--- src/rtl/power_sequencer.sv ---
// Power-domain sequencer: walks one switchable domain through clock gating,
// isolation, retention save/restore and power-switch handshakes.
module power_sequencer #(
    parameter int unsigned STEP_CYCLES = 2,
    parameter int unsigned ACK_TIMEOUT = 64
) (
    input  logic       clk,
    input  logic       rst_n,
    input  logic [1:0] power_mode,
    input  logic       pwr_ack,
    output logic       clk_en,
    output logic       iso_en,
    output logic       save,
    output logic       restore,
    output logic       pwr_req,
    output logic       seq_busy,
    output logic [1:0] domain_state,
    output logic       err
);

    localparam int unsigned STEP_W = (STEP_CYCLES > 1) ? $clog2(STEP_CYCLES) : 1;
    localparam int unsigned TMO_W  = (ACK_TIMEOUT > 1) ? $clog2(ACK_TIMEOUT) : 1;

    localparam logic [STEP_W-1:0] STEP_LAST = STEP_W'(STEP_CYCLES - 1);
    localparam logic [TMO_W-1:0]  TMO_LAST  = TMO_W'(ACK_TIMEOUT - 1);

    localparam logic [1:0] MODE_IDLE  = 2'b01;
    localparam logic [1:0] MODE_SLEEP = 2'b10;

    localparam logic [3:0] ST_RUN     = 4'd0;
    localparam logic [3:0] ST_GATED   = 4'd1;
    localparam logic [3:0] ST_ISO_ON  = 4'd2;
    localparam logic [3:0] ST_SAVE    = 4'd3;
    localparam logic [3:0] ST_PWR_DN  = 4'd4;
    localparam logic [3:0] ST_OFF     = 4'd5;
    localparam logic [3:0] ST_PWR_UP  = 4'd6;
    localparam logic [3:0] ST_RESTORE = 4'd7;
    localparam logic [3:0] ST_ISO_OFF = 4'd8;

    localparam logic [1:0] DOM_RUN   = 2'b00;
    localparam logic [1:0] DOM_GATED = 2'b01;
    localparam logic [1:0] DOM_OFF   = 2'b10;
    localparam logic [1:0] DOM_TRANS = 2'b11;

    logic [3:0]        state;
    logic [3:0]        state_nxt;
    logic [STEP_W-1:0] step_cnt;
    logic [STEP_W-1:0] step_cnt_nxt;
    logic [TMO_W-1:0]  tmo_cnt;
    logic [TMO_W-1:0]  tmo_cnt_nxt;
    logic              step_done;
    logic              in_wait;

    logic       clk_en_nxt;
    logic       iso_en_nxt;
    logic       save_nxt;
    logic       restore_nxt;
    logic       pwr_req_nxt;
    logic       seq_busy_nxt;
    logic [1:0] domain_state_nxt;
    logic       err_nxt;

    // Steady-state destination for a sampled mode; 11 behaves as ACTIVE.
    function automatic logic [3:0] mode_target(input logic [1:0] mode);
        logic [3:0] tgt;
        tgt = ST_RUN;
        if (mode == MODE_IDLE) begin
            tgt = ST_GATED;
        end else if (mode == MODE_SLEEP) begin
            tgt = ST_ISO_ON;
        end
        return tgt;
    endfunction

    // State register plus the registered copies of every output.
    always_ff @(posedge clk or negedge rst_n) begin
        if (!rst_n) begin
            state        <= ST_RUN;
            step_cnt     <= '0;
            tmo_cnt      <= '0;
            clk_en       <= 1'b1;
            iso_en       <= 1'b0;
            save         <= 1'b0;
            restore      <= 1'b0;
            pwr_req      <= 1'b1;
            seq_busy     <= 1'b0;
            domain_state <= DOM_RUN;
            err          <= 1'b0;
        end else begin
            state        <= state_nxt;
            step_cnt     <= step_cnt_nxt;
            tmo_cnt      <= tmo_cnt_nxt;
            clk_en       <= clk_en_nxt;
            iso_en       <= iso_en_nxt;
            save         <= save_nxt;
            restore      <= restore_nxt;
            pwr_req      <= pwr_req_nxt;
            seq_busy     <= seq_busy_nxt;
            domain_state <= domain_state_nxt;
            err          <= err_nxt;
        end
    end

    // Next-state, counters, sticky error and next-output decode.
    always_comb begin
        state_nxt        = state;
        step_cnt_nxt     = step_cnt;
        tmo_cnt_nxt      = tmo_cnt;
        err_nxt          = err;
        clk_en_nxt       = 1'b1;
        iso_en_nxt       = 1'b0;
        save_nxt         = 1'b0;
        restore_nxt      = 1'b0;
        pwr_req_nxt      = 1'b1;
        seq_busy_nxt     = 1'b0;
        domain_state_nxt = DOM_RUN;
        step_done        = (step_cnt == STEP_LAST);
        in_wait          = (state == ST_PWR_DN) || (state == ST_PWR_UP);

        case (state)
            ST_RUN:     state_nxt = mode_target(power_mode);
            ST_GATED:   state_nxt = mode_target(power_mode);
            ST_ISO_ON:  if (step_done) state_nxt = ST_SAVE;
            ST_SAVE:    if (step_done) state_nxt = ST_PWR_DN;
            ST_PWR_DN:  if (!pwr_ack) state_nxt = ST_OFF;
            ST_OFF:     if (power_mode != MODE_SLEEP) state_nxt = ST_PWR_UP;
            ST_PWR_UP:  if (pwr_ack) state_nxt = ST_RESTORE;
            ST_RESTORE: if (step_done) state_nxt = ST_ISO_OFF;
            ST_ISO_OFF: if (step_done) state_nxt = mode_target(power_mode);
            default:    state_nxt = ST_RUN;
        endcase

        // Both counters restart on every state entry; the timeout one saturates.
        if (state_nxt != state) begin
            step_cnt_nxt = '0;
            tmo_cnt_nxt  = '0;
        end else begin
            if (!step_done) begin
                step_cnt_nxt = step_cnt + STEP_W'(1);
            end
            if (in_wait) begin
                if (tmo_cnt == TMO_LAST) begin
                    err_nxt = 1'b1;
                end else begin
                    tmo_cnt_nxt = tmo_cnt + TMO_W'(1);
                end
            end
        end

        case (state_nxt)
            ST_GATED: begin
                clk_en_nxt       = 1'b0;
                domain_state_nxt = DOM_GATED;
            end
            ST_ISO_ON: begin
                clk_en_nxt       = 1'b0;
                iso_en_nxt       = 1'b1;
                seq_busy_nxt     = 1'b1;
                domain_state_nxt = DOM_TRANS;
            end
            ST_SAVE: begin
                clk_en_nxt       = 1'b0;
                iso_en_nxt       = 1'b1;
                save_nxt         = 1'b1;
                seq_busy_nxt     = 1'b1;
                domain_state_nxt = DOM_TRANS;
            end
            ST_PWR_DN: begin
                clk_en_nxt       = 1'b0;
                iso_en_nxt       = 1'b1;
                pwr_req_nxt      = 1'b0;
                seq_busy_nxt     = 1'b1;
                domain_state_nxt = DOM_TRANS;
            end
            ST_OFF: begin
                clk_en_nxt       = 1'b0;
                iso_en_nxt       = 1'b1;
                pwr_req_nxt      = 1'b0;
                domain_state_nxt = DOM_OFF;
            end
            ST_PWR_UP: begin
                clk_en_nxt       = 1'b0;
                iso_en_nxt       = 1'b1;
                seq_busy_nxt     = 1'b1;
                domain_state_nxt = DOM_TRANS;
            end
            ST_RESTORE: begin
                clk_en_nxt       = 1'b0;
                iso_en_nxt       = 1'b1;
                restore_nxt      = 1'b1;
                seq_busy_nxt     = 1'b1;
                domain_state_nxt = DOM_TRANS;
            end
            ST_ISO_OFF: begin
                clk_en_nxt       = 1'b0;
                seq_busy_nxt     = 1'b1;
                domain_state_nxt = DOM_TRANS;
            end
            default: begin
                clk_en_nxt       = 1'b1;
                domain_state_nxt = DOM_RUN;
            end
        endcase
    end

endmodule

--- config.mk ---
export PLATFORM = sky130hd
export DESIGN_NAME = power_sequencer
export DESIGN_NICKNAME = d
export VERILOG_FILES = /design/src/rtl/power_sequencer.sv
export SDC_FILE = /design/constraint.sdc
export NUM_CORES = 1
export LEC_CHECK = 0
export BUFFER_PORTS_ARGS = -buffer_cell sky130_fd_sc_hd__buf_4
export CORE_MARGIN = 4
export CORE_UTILIZATION = 50
export CTS_CLUSTER_SIZE = 28
export DETAILED_ROUTE_END_ITERATION = 10
export GPL_ROUTABILITY_DRIVEN = 1
export GPL_TIMING_DRIVEN = 1
export PLACE_DENSITY = 0.71
export SETUP_SLACK_MARGIN = 0.3
export SLEW_MARGIN = 5
export SYNTH_ARGS = -nofsm -noshare
export SYNTH_HDL_FRONTEND = slang
export SYNTH_SLANG_ARGS = --single-unit
export TNS_END_PERCENT = 100
--- constraint.sdc ---
create_clock -name clk -period 4.5 [get_ports clk]
set_clock_uncertainty 0.2 [all_clocks]
set_input_delay 0.225 -clock clk [delete_from_list [all_inputs] [get_ports clk]]
set_output_delay 0.225 -clock clk [all_outputs]
set_load 0.02 [all_outputs]
## Word level (Yosys, flattened, before mapping)

Index checks and enable logic that the tools add are counted.

| storage, ports and cells | value |
|---|---|
| output and inout bits | 9 |
| bits of input ports | 5 |
| logic and storage cells | 68 |
| register bits after elaboration | 20 |

| operators by class | value |
|---|---|
| muxes and demuxes | 22 |
| bitwise logic cells | 1 |
| reductions and logical operators | 10 |
| eq/ne operators | 22 |
| $add $sub $neg | 2 |

Operator list:

| cell | count |
|---|---|
| $eq 4x3->1 const B | 8 |
| $pmux 4 s8 | 1 |
| $mux 4 | 7 |
| $mux 6 | 3 |
| $eq 4x2->1 const B | 4 |
| $reduce_or 6->1 | 2 |
| $eq 4x1->1 const B | 2 |
| $eq 4x4->1 const B | 2 |
| $mux 1 | 8 |
| $reduce_or 8->1 | 1 |
| $add 6x1->6 const B | 1 |
| $eq 6x6->1 const B | 1 |
| $pmux 2 s3 | 1 |
| $logic_not 4->1 | 1 |
| $mux 2 | 2 |
| $ne 2x2->1 const B | 2 |
| $ne 4x4->1 | 1 |
| $reduce_or 2->1 | 2 |
| $reduce_and 3->1 | 1 |
| $eq 2x1->1 const B | 1 |
| $eq 2x2->1 const B | 1 |
| $reduce_and 2->1 | 1 |
| $reduce_bool 2->1 | 1 |
| $add 1x1->1 const B | 1 |
| other kinds (2) | 2 |

## Longest topological paths before layout

Gate-level depths: netlist of the first run.

| depth | value |
|---|---|
| depth in word-level cells | 8 |
| depth in mapped cells | 6 |

## Worst setup path after synthesis of the first run

No wires, ideal clock.

| timing | value |
|---|---|
| path kind | register -> register |
| from | reg state[1] |
| to | reg tmo_cnt[0] |
| stages on the path, launching flop included | 6 |
| path slack | 2.716 ns |
| arrival time | 1.453 ns |
| path buffers | 0 |
| setup time | 0.130 ns |
| cells stage by stage | dfrtp_1 > or4b_4 > o32ai_1 > a21oi_2 > o221ai_4 > nor2_1 |

| between the ends | value |
|---|---|
| longest elaborated chain between the ends | 6 |
| elaborated cells on any way between the ends | 24 |
| classes of those cells | eq/ne (10); mux (9); reduce/logical (5) |

RTL lines:

| element | RTL line | RTL |
|---|---|---|
| start: declaration | 45 | `logic [3:0] state;` |
| start signal: assignment | 90 | `state <= state_nxt;` |
| $eq 4x1->1 / $logic_not 4->1 (equally long branches) | 120 | `case (state)` |
| $reduce_or 2->1 (no line) | -- |  |
| $pmux 4 s8 | 120 |  |
| $ne 4x4->1 | 134 | `if (state_nxt != state) begin` |
| $ne 2x2->1 (no line) / $reduce_bool 2->1 (equally long branches) | -- |  |
| $reduce_and 2->1 (no line) | -- |  |
| end signal: assignment | 92 | `tmo_cnt <= tmo_cnt_nxt;` |
| end: declaration | 49 | `logic [TMO_W-1:0] tmo_cnt;` |

Parallel ways exist; a longest one is shown, timed or not.
A chain may end at the register's enable or synchronous reset.

## Final worst setup path of the first run

| timing | value |
|---|---|
| from | reg state[1] |
| to | reg tmo_cnt[3] |

Same word-level chain as after synthesis.

==> run metrics, run 1 <==
Final Max Tran Viols=0; DRT Wirelength=2.044 mm; Synth top area share=42.25%; First DRT Iteration DRCs=8; crit path DAT=2.05 ns; Leak=0.5129 nW; Final nets=127; total grt overflow=0; port bufs=13; Post-CTS Resized=0; Residual DRC=0; CP delay by family, top=simple AND/OR/NAND/NOR gates; Worst-path clk slew=0.11 ns; post-layout min period=2.067 ns; Synth Register Bits=20; CP Capture Point=tmo_cnt[3]$_DFFE_PN0P_; YS warnings=0; die extent in y=54.18 µm; # rows=16; Rel. slew slack=63.67%; RSZ-0062 raised after global routing=false; Post-synth EDFFs=0; Setup CP Type=register to register; Final Hold Vio Count=0; top cells by area, synth=dfrtp_1 (42%), dfstp_2 (4.9%), nor2_1 (3.5%), nand2b_1 (2.9%), nand2_1 (2.8%); largest net degree at the start of global routing=21; Syn-to-layout area delta=13.03%; GP Congestion=0.8617; Buffers & Inverters on Critical Path=0; clk_lat worst skew=0.29 ns; PwrDens=630.4 mW/mm²; DR pass1 iterations=4; TritonCTS clock tree=yes; Max clock buf depth=2; Hold WS=0.1346 ns; layout cell share with drive strength beyond 1=23.53%; Starting Density=53.25%; CP max stage delay=0.60 ns; Avg WL per Cell=14.00 µm; critical-path cell list=or4b_4, o32ai_1, a21oi_2, o221ai_4, nor2_1; H-Tree Depth=1; GRT Overall Usage=17.32%; most area-hungry cell type in the Yosys netlist=dfrtp_1; area of the core=0.002002 mm²; final critical-path share of the clock period=45.94%; total chip power=0.7596 mW; status=completed; DP Worst Slack=2.430 ns; Net Count, Synth=113; vias in the first global route=773; min setup slack post-route=2.433 ns; ANT cells=0; die width=54.18 µm; Slew @ Worst Pin=0.5312 ns; post-synthesis cell area=0.001066 mm²; clock tree sinks=20; max_cap viols=0; non-filler cells, final=146; Final ANT Viol Nets=0; Hold Crit Class=primary input to async pin; Finish-stage setup viols=0; startpoint types=register; hpwl dp=1.488 mm; Seq/Total Area, Yosys=47.18%; Mapped Cells=107; CP Data Required Time=4.48 ns; fillcell total=185; initial antenna violation count=0; FMAX=483.7 MHz; # placed instances=142; multi-input logic area=519.2 µm²; syn_area_per_cell=9.963 µm²; CP max stage cell=or4b_4; Synth cell types=41; FF/Latch Area=503.0 µm²; asr flop ratio synth=100.0%; Die Area=0.002935 mm²; routed vias=819; CP max FO=12; reg2reg end=tmo_cnt[3]$_DFFE_PN0P_; top_reg_cell synth=dfrtp_1; number of buffers created by CTS=3; Worst path depth=5; Critical Path Source=state[1]$_DFF_PN0_; Max rail drop VDD=0.4109 mV; global-route wire length before repair=3.650 mm; crit end category=register; root buf cell=clkbuf_4; vias per cell=5.610; R2R setup slack=2.43 ns; setup TNS=0 ns; I/O pin total=14; Worst Reg-to-Reg Cells=5; Reg2Reg Launch Point=state[1]$_DFF_PN0_
==> layout make-up <==
| class | instances | area share, % |
|---|---|---|
| well taps | 27 | 2.804 |
| repair buffers | 14 | 8.930 |
| clock buffers | 3 | 1.869 |
| inverters | 5 | 1.558 |
| flip-flops and latches | 20 | 41.74 |
| multi-input cells | 77 | 43.09 |
==> sequential cells by signal, summed over array words and instances, names as in the netlist <==
register,cells
domain_state,2
iso_en,1
state,4
seq_busy,1
step_cnt,1
clk_en,1
restore,1
err,1
pwr_req,1
tmo_cnt,6
save,1
==> worst min path at each step <==
stage | endpoint | slack [ns] | cells after the start
after floorplan | domain_state[0]$_DFF_PN0_ | -0.27 | 0
after global routing | state[3]$_DFF_PN0_ | 0.15 | 2
after global placement | state[3]$_DFF_PN0_ | -0.08 | 1
final | domain_state[1]$_DFF_PN0_ | 0.13 | 2
after CTS | err$_DFFE_PN0P_ | 0.14 | 2
after detailed placement | state[3]$_DFF_PN0_ | -0.08 | 1
==> Yosys cell counts (2+ instances only) <==
library cell  number
dfrtp_1           18
nor2_1            10
nand2_1            8
a21oi_1            5
buf_2              5
inv_1              5
nand2b_1           5
nand3_1            5
nand4_1            4
nor2b_1            4
xor2_1             3
a21o_1             2
a21oi_2            2
and2_1             2
dfstp_2            2
o21ai_0            2
==> metal layers <==
| metal | vias up | part of all wire [%] | track usage [%] |
|---|---|---|---|
| li1 | 411 | - | - |
| met1 | 394 | 52 | 27.24 |
| met2 | 12 | 44 | 22.71 |
| met3 | 2 | 3.1 | 3.047 |
| met4 | 0 | 0.68 | 7.469 |
| met5 | - | 0 | 0 |
==> what timing repair did <==
action / in CTS / in global routing
hold endpoints to repair: 20 / 0
setup buffers: 0 / 0
hold buffers: 1 / 0
==> through the flow <==
stage,area (µm²),util [%]
global route,1205,60.19
floorplan,1066,-
detailed placement,1172,58.56
finish,1205,60.19
CTS,1205,60.19
global placement,1172,58.56
==> worst register-to-register path, cell delays in order (launching register included) <==
cell and delay [ns]:
dfrtp_1 0.52, or4b_4 0.60, o32ai_1 0.17, a21oi_2 0.09, o221ai_4 0.30, nor2_1 0.09
==> where the power goes <==
group	internal (mW)	total (mW)	switching, mW
Combinational	0.152	0.374	0.222
Sequential	0.230	0.304	0.0745
Clock	0.0311	0.0812	0.0500
Total	0.413	0.760	0.346
==> layout by cell type, fill, tap and decap left out, drive strengths merged, types with 2 or more instances in the layout <==
master / count
nand2: 8
o221ai: 2
nor2b: 4
nand3: 5
a21oi: 7
nor2: 10
inv: 5
nand2b: 6
xor2: 3
a21o: 2
dfrtp: 18
nand4: 4
a211oi: 2
dfstp: 2
buf: 13
and2: 2
clkbuf: 3
o21ai: 3
==> logic make-up after synthesis <==
family	Yosys count	synth area share [%]
flops	20	47.18
xor+xnor	3	2.465
fa+ha+maj	1	1.174
simple gates	46	24.18
buf+inv	10	4.108
compound gates	27	20.89
Power figures use the tool's default switching activity.
==> run 2: changes to the inputs <==
- ABC_AREA: default -> 1
- CORE_ASPECT_RATIO: default -> 0.6
- PLACE_DENSITY: 0.71 -> 0.7
- clock period: 4.5 -> 2 ns (I/O delays scaled with it)
==> run 2 against run 1 <==
  * Wire length grew 48%
  * Flip-flop and latch count is the same
  * Sequential share of layout area shrank 11 points
  * Count of clock-buffer cells in the layout is the same
  * Worst setup slack lost 2.2 ns
  * Via count grew 42%
  * Maximum frequency grew 14%
  * Final area grew 40%
  * First-iteration DRC count grew to 13 times the previous value
  * Worst hold slack lost 0.096 ns
  * Non-clock buffer count grew 14
  * Global-route usage grew 2.5 points
  * Highest routed layer unchanged
==> run metrics, run 2 <==
vias per cell=5.220 (-6.9%); Setup CP Type=register to register; asr flop ratio synth=100.0% (unchanged); RSZ-0062 raised after global routing=true; Hold Crit Class=primary input to async pin; root buf cell=clkbuf_8; CP Data Required Time=2.00 ns (-2.48 ns); clk_lat worst skew=0.27 ns (-0.02 ns); Final Max Tran Viols=0 (unchanged); clock tree sinks=20 (unchanged); routed vias=1,164 (+42%); non-filler cells, final=223 (+53%); Net Count, Synth=169 (+50%); Die Area=0.003399 mm² (+16%); Starting Density=55.05% (+1.8 points); I/O pin total=14 (unchanged); crit end category=register; startpoint types=register; DR pass1 iterations=4 (unchanged); # placed instances=204 (+44%); layout cell share with drive strength beyond 1=49.22% (+26 points); count leader, synth=nand2_1; GP Congestion=0.9244 (+7.3%); post-synthesis cell area=0.001254 mm² (+18%); Mapped Cells=163 (+52%); total grt overflow=0 (unchanged); Max rail drop VDD=0.8496 mV (+110%); Slew @ Worst Pin=0.2861 ns (-0.2451 ns); hpwl dp=2.032 mm (+37%); Largest regs=tmo_cnt x6, state x4, domain_state x2; Biggest register=tmo_cnt; DRT Wirelength=3.030 mm (+48%); initial antenna violation count=0 (unchanged); First DRT Iteration DRCs=102 (+94); port bufs=13 (unchanged); Syn-to-layout area delta=34.13%; Leak=0.8233 nW (+61%); FMAX=553.2 MHz (+14%); area of the core=0.002277 mm² (+14%); max reg flops=6 (unchanged); PwrDens=1763 mW/mm² (+180%); die extent in y=46.79 µm (-14%); global-route wire length before repair=4.981 mm (+36%); crit path DAT=1.81 ns (-0.24 ns); GRT Overall Usage=19.81% (+2.5 points); TritonCTS clock tree=yes; Post-Route Utilization=73.85% (+14 points); Worst-path clk slew=0.08 ns (-0.03 ns); post-layout min period=1.808 ns (-0.2598 ns); most area-hungry cell type in the Yosys netlist=dfrtp_1; most common cell after layout, fill and taps aside=nand2_1; Final Hold Vio Count=0 (unchanged); YS warnings=0 (unchanged); most frequent cells in the layout=nand2_1 (35), buf_4 (24), nand3_1 (16); Post-synth EDFFs=0 (unchanged); vias in the first global route=1,069 (+38%); Final nets=200 (+57%); Synth top area share=35.93% (-6.3 points); Reg2Reg Launch Point=state[1]$_DFF_PN0_; Synth cell types=25 (-39%); Seq/Total Area, Yosys=40.12% (-7.1 points); Residual DRC=0 (unchanged); reg2reg end=tmo_cnt[0]$_DFFE_PN0P_; R2R setup slack=0.19 ns (-2.24 ns); fillcell total=173 (-6.5%); H-Tree Depth=1 (unchanged); syn_area_per_cell=7.691 µm² (-23%); Final ANT Viol Nets=0 (unchanged); final critical-path share of the clock period=90.38% (+44 points); Max clock buf depth=2 (unchanged); top_reg_cell synth=dfrtp_1; Finish-stage setup viols=0 (unchanged); top cells by area, synth=dfrtp_1 (36%), nand2_1 (13%), nand3_1 (7.6%), nor2_2 (6.0%), inv_1 (4.5%); Rel. slew slack=80.92% (+17 points); die width=72.65 µm (+34%); top post-synthesis cells by count=nand2_1 (43), nand3_1 (19), dfrtp_1 (18), inv_1 (15), nor2_1 (14); # rows=13 (-3); largest net degree at the start of global routing=21 (unchanged); max_cap viols=0 (unchanged); Avg WL per Cell=13.59 µm (-2.9%); CP max FO=7 (-5); status=completed; Synth Register Bits=20 (unchanged); Worst Reg-to-Reg Cells=12 (+7); number of buffers created by CTS=3 (unchanged); ANT cells=0 (unchanged); setup TNS=0 ns (unchanged)
## run 2: cell count changes after synthesis, moves of 5 or more
| cell | before | now |
|---|---|---|
| buf_2 | 5 | 0 |
| nor2_4 | 0 | 5 |
| nand2_2 | 0 | 9 |
| nand3_1 | 5 | 19 |
| nand2_1 | 8 | 43 |
| a21oi_1 | 5 | 0 |
| inv_1 | 5 | 15 |
| inv_2 | 0 | 5 |
| nand2b_1 | 5 | 0 |
| nor2_2 | 0 | 12 |
## run 2: cells by family (layout without fill, tap and decap cells)
kind of cell,after synthesis,after routing,share of synthesized area (%)
xor gates and xnor gates,5,5,3.494
buffers and inverters,23,53,7.984
DFF,20,20,40.12
AOI/OAI and AO/OA,3,3,1.796
and+or+nand+nor,111,111,45.61
adders and majority gates,1,1,0.9978
## run 2: worst max-delay path, cell delays in order (launching register included)
cell	delay [ns]
dfrtp_2	0.49
buf_6	0.15
nand2_2	0.06
inv_2	0.04
nand2_2	0.07
nand2_2	0.06
inv_2	0.07
nand3_4	0.10
nand2_2	0.10
nand2_4	0.07
nor2_4	0.12
nand2_4	0.11
nor2_2	0.09
## run 2: how the worst max path moves through the flow
stage | slack, ns | from | end
after global routing | 0.13 | state[1]$_DFF_PN0_ | tmo_cnt[1]$_DFFE_PN0P_
final | 0.19 | state[1]$_DFF_PN0_ | tmo_cnt[0]$_DFFE_PN0P_
after global placement | 0.17 | state[1]$_DFF_PN0_ | step_cnt$_DFF_PN0_
after detailed placement | 0.13 | state[1]$_DFF_PN0_ | step_cnt$_DFF_PN0_
after floorplan | 0.32 | tmo_cnt[0]$_DFFE_PN0P_ | tmo_cnt[5]$_DFFE_PN0P_
after CTS | 0.25 | state[1]$_DFF_PN0_ | tmo_cnt[0]$_DFFE_PN0P_
## run 2: timing repair
item / CTS / global route
hold buffers: 1 / 0
buffers inserted: 8 / 6
gates resized for setup: 24 / 18
setup endpoints to repair: 11 / 13
hold endpoints to repair: 20 / 0
pin swaps: 9 / 11
## run 2: area by class of cell
class | instances | area [µm²] | area share, %
multi-input cells | 120 | 750.7 | 44.64
flip-flops and latches | 20 | 509.2 | 30.28
repair buffers | 28 | 224.0 | 13.32
inverters | 21 | 88.84 | 5.283
clock buffers | 3 | 41.29 | 2.455
well taps | 30 | 37.54 | 2.232
clock inverters | 1 | 30.03 | 1.786
## run 2: per-stage QoR
step	cell area [µm²]	hold slack (ns)	worst slack, ns	power, mW
2_1_floorplan	1254	-0.3956	0.3161	1.725
3_3_place_gp	1370	-0.2150	0.1679	2.008
3_5_place_dp	1370	-0.2097	0.1313	2.040
4_1_cts	1585	0.04793	0.2459	2.683
5_1_grt	1682	0.07024	0.1294	3.164
6_report	1682	0.03883	0.1925	2.965
## run 2: layer usage
layer / GRT usage, % / share of wire [%]
met3: 5.556 / 8.4
met2: 31.00 / 43
met1: 28.27 / 47
met5: 0 / 0
met4: 3.309 / 1.4
## run 2: power breakdown
part,internal (mW),leakage (nW),switching [mW]
clock network,0.268,0.0357,0.141
logic,0.724,0.548,1.15
registers,0.539,0.239,0.139
total,1.53,0.823,1.43
==> run 3: changes to the inputs <==
- CELL_PAD_IN_SITES_DETAIL_PLACEMENT: default -> 1
- CELL_PAD_IN_SITES_GLOBAL_PLACEMENT: default -> 1
- CORE_UTILIZATION: 50 -> 42
- PLACE_DENSITY: 0.7 -> default
- PLACE_DENSITY_LB_ADDON: default -> 0.1
==> run 3 against run 2 <==
  * Die area up 16%
  * Count of clock-buffer cells in the layout did not move
  * Global-route usage increased by 7.0 points
  * Sequential share of layout area is 5.7 points lower
  * Final area is 23% higher
  * Combinational power rose by 56%
  * Sequential power rose by 2.9%
  * Worst setup slack got worse by 0.18 ns
  * Clock power is essentially flat
  * Wire length up 100%
  * Critical path type unchanged
==> run metrics, run 3 (same netlist as run 2, synthesis figures left out) <==
status=completed; # rows=15 (+2); Largest regs=tmo_cnt x6, state x4, domain_state x2; Residual DRC=0 (unchanged); most common cell after layout, fill and taps aside=buf_4; critical-path cell list=inv_4, nand2_4, nor2_2, nor2_1, nand2_2, nor2_4, nand2_2, nand2_4, nand2_8, nor2_2; CP max stage delay=0.53 ns (+0.04 ns); root buf cell=clkbuf_8; total grt overflow=0 (unchanged); Leak=0.9579 nW (+16%); initial antenna violation count=0 (unchanged); Reg2Reg Launch Point=state[1]$_DFF_PN0_; Worst Reg-to-Reg Cells=10 (-2); Setup CP Type=register to register; Int Pwr=1.951 mW (+27%); sw power=2.085 mW (+45%); hpwl dp=2.643 mm (+30%); RSZ-0062 raised after global routing=true; layout cell share with drive strength beyond 1=68.40% (+19 points); Max clock buf depth=2 (unchanged); GP Congestion=0.8423 (-8.9%); Final nets=219 (+9.5%); vias in the first global route=1,490 (+39%); global-route wire length before repair=7.969 mm (+60%); number of buffers created by CTS=3 (unchanged); min setup slack post-route=0.01062 ns (-0.1819 ns); Syn-to-layout area delta=65.47%; Net Sw Frac=51.66% (+3.3 points); R2R setup slack=0.01 ns (-0.18 ns); Die Area=0.003952 mm² (+16%); Hold Crit Class=primary input to async pin; clock power share=10.2% (-3.6 points); Placed Area=0.001385 mm² (+1.1%); port bufs=13 (unchanged); FMAX=502.7 MHz (-9.1%); Avg WL per Cell=24.00 µm (+77%); Post-Route Utilization=72.24% (-1.6 points); Starting Density=43.66% (-11 points); Final ANT Viol Nets=0 (unchanged); startpoint types=register; CP max stage cell=dfrtp_2; CP max FO=7 (unchanged); ANT cells=0 (unchanged); TritonCTS clock tree=yes; CP Data Required Time=1.99 ns (about the same); post-layout min period=1.989 ns (+0.1819 ns); Biggest register=tmo_cnt; die extent in y=50.32 µm (+7.6%); final critical-path share of the clock period=99.47% (+9.1 points); DRT Wirelength=6.096 mm (+100%); GRT Overall Usage=26.79% (+7.0 points); Final Max Tran Viols=0 (unchanged); Seq pwr share=17.3% (-5.6 points); clk_lat worst skew=0.26 ns (about the same); die width=78.54 µm (+8.1%); reg2reg end=tmo_cnt[0]$_DFFE_PN0P_; routed vias=1,426 (+23%); most frequent cells in the layout=buf_4 (34), nand2_1 (22), nand2_2 (21); I/O pin total=14 (unchanged); H-Tree Depth=1 (unchanged); Finish-stage setup viols=0 (unchanged); max reg flops=6 (unchanged); Slew @ Worst Pin=0.3853 ns (+0.09914 ns); First DRT Iteration DRCs=122 (+20%); Comb power frac=72.5% (+9.2 points); clock tree sinks=20 (unchanged); Rel. slew slack=74.22% (-6.7 points); crit path DAT=1.98 ns (+0.17 ns); max_cap viols=0 (unchanged); Final Hold Vio Count=0 (unchanged); DR pass1 iterations=4 (unchanged); Worst-path clk slew=0.08 ns (about the same); Max rail drop VDD=1.090 mV (+28%); total chip power=4.035 mW (+36%); area of the core=0.002872 mm² (+26%); fin area=0.002074 mm² (+23%); PwrDens=1945 mW/mm² (+10%); DP Worst Slack=0.04550 ns (-0.08577 ns); largest net degree at the start of global routing=21 (unchanged); vias per cell=5.614 (+7.6%); crit end category=register
[run 3: cell count changes in the layout (fill, tap and decap cells not counted), moves of 2 or more]
cell / before / now
nand2_1: 35 / 22
buf_4: 24 / 34
buf_6: 3 / 11
nand3_1: 16 / 8
nor2_4: 12 / 19
nand2_2: 15 / 21
nand2_4: 3 / 9
nand3_2: 4 / 9
nor2_1: 9 / 4
inv_1: 11 / 8
inv_2: 6 / 9
nand3_4: 1 / 4
nor2_2: 10 / 8
[run 3: worst max-delay path: cells and delay by family (launching register included)]
kind	cells	cell delay, ns
buf+inv	1	0.10
flops	1	0.53
simple gates	9	1.07
[run 3: what timing repair did]
item | in CTS | in global routing
endpoints found under the setup margin | 12 | 15
hold endpoints to repair | 20 | 0
hold buffers | 1 | 0
pin swaps | 21 | 11
resized for setup | 65 | 34
buffers inserted | 24 | 9
[run 3: cell type report]
class                   count  area, µm²
multi-input cells         120      943.4
clock buffers               3      41.29
inverters                  21      88.84
flip-flops and latches     20      509.2
well taps                  42      52.55
repair buffers             47      409.1
fillers                   313      797.0
clock inverters             1      30.03
[run 3: metal layers]
metal | track usage [%] | vias up | wire [µm]
li1 | - | 607 | -
met1 | 32.89 | 706 | 2398
met2 | 47.32 | 85 | 3011
met3 | 6.452 | 28 | 409
met4 | 6.977 | 0 | 277
met5 | 0 | - | 0
[run 3: worst max path at each step]
stage	startpoint	endpoint	cells after the start
2_1_floorplan	tmo_cnt[0]$_DFFE_PN0P_	tmo_cnt[5]$_DFFE_PN0P_	9
3_3_place_gp	state[3]$_DFF_PN0_	domain_state[0]$_DFF_PN0_	11
3_5_place_dp	tmo_cnt[0]$_DFFE_PN0P_	tmo_cnt[5]$_DFFE_PN0P_	9
4_1_cts	tmo_cnt[0]$_DFFE_PN0P_	tmo_cnt[5]$_DFFE_PN0P_	9
5_1_grt	state[1]$_DFF_PN0_	tmo_cnt[0]$_DFFE_PN0P_	10
6_report	state[1]$_DFF_PN0_	tmo_cnt[0]$_DFFE_PN0P_	10
[run 3: stage by stage]
step	hold WS, ns	instances	setup TNS (ns)
final	0.06890	254	0
after global routing	0.1017	254	-0.03743
after CTS	0.05758	245	0
after detailed placement	-0.2061	216	0
after global placement	-0.2091	216	0
after floorplan	-0.3956	163	0
[run 3: power groups by stage]
stage	registers, mW	clock network [mW]	logic (mW)
finish	0.698	0.410	2.93
global route	0.706	0.428	3.09
floorplan	0.673	0	1.05
global placement	0.655	0	1.37
detailed placement	0.660	0	1.42
CTS	0.694	0.414	2.04
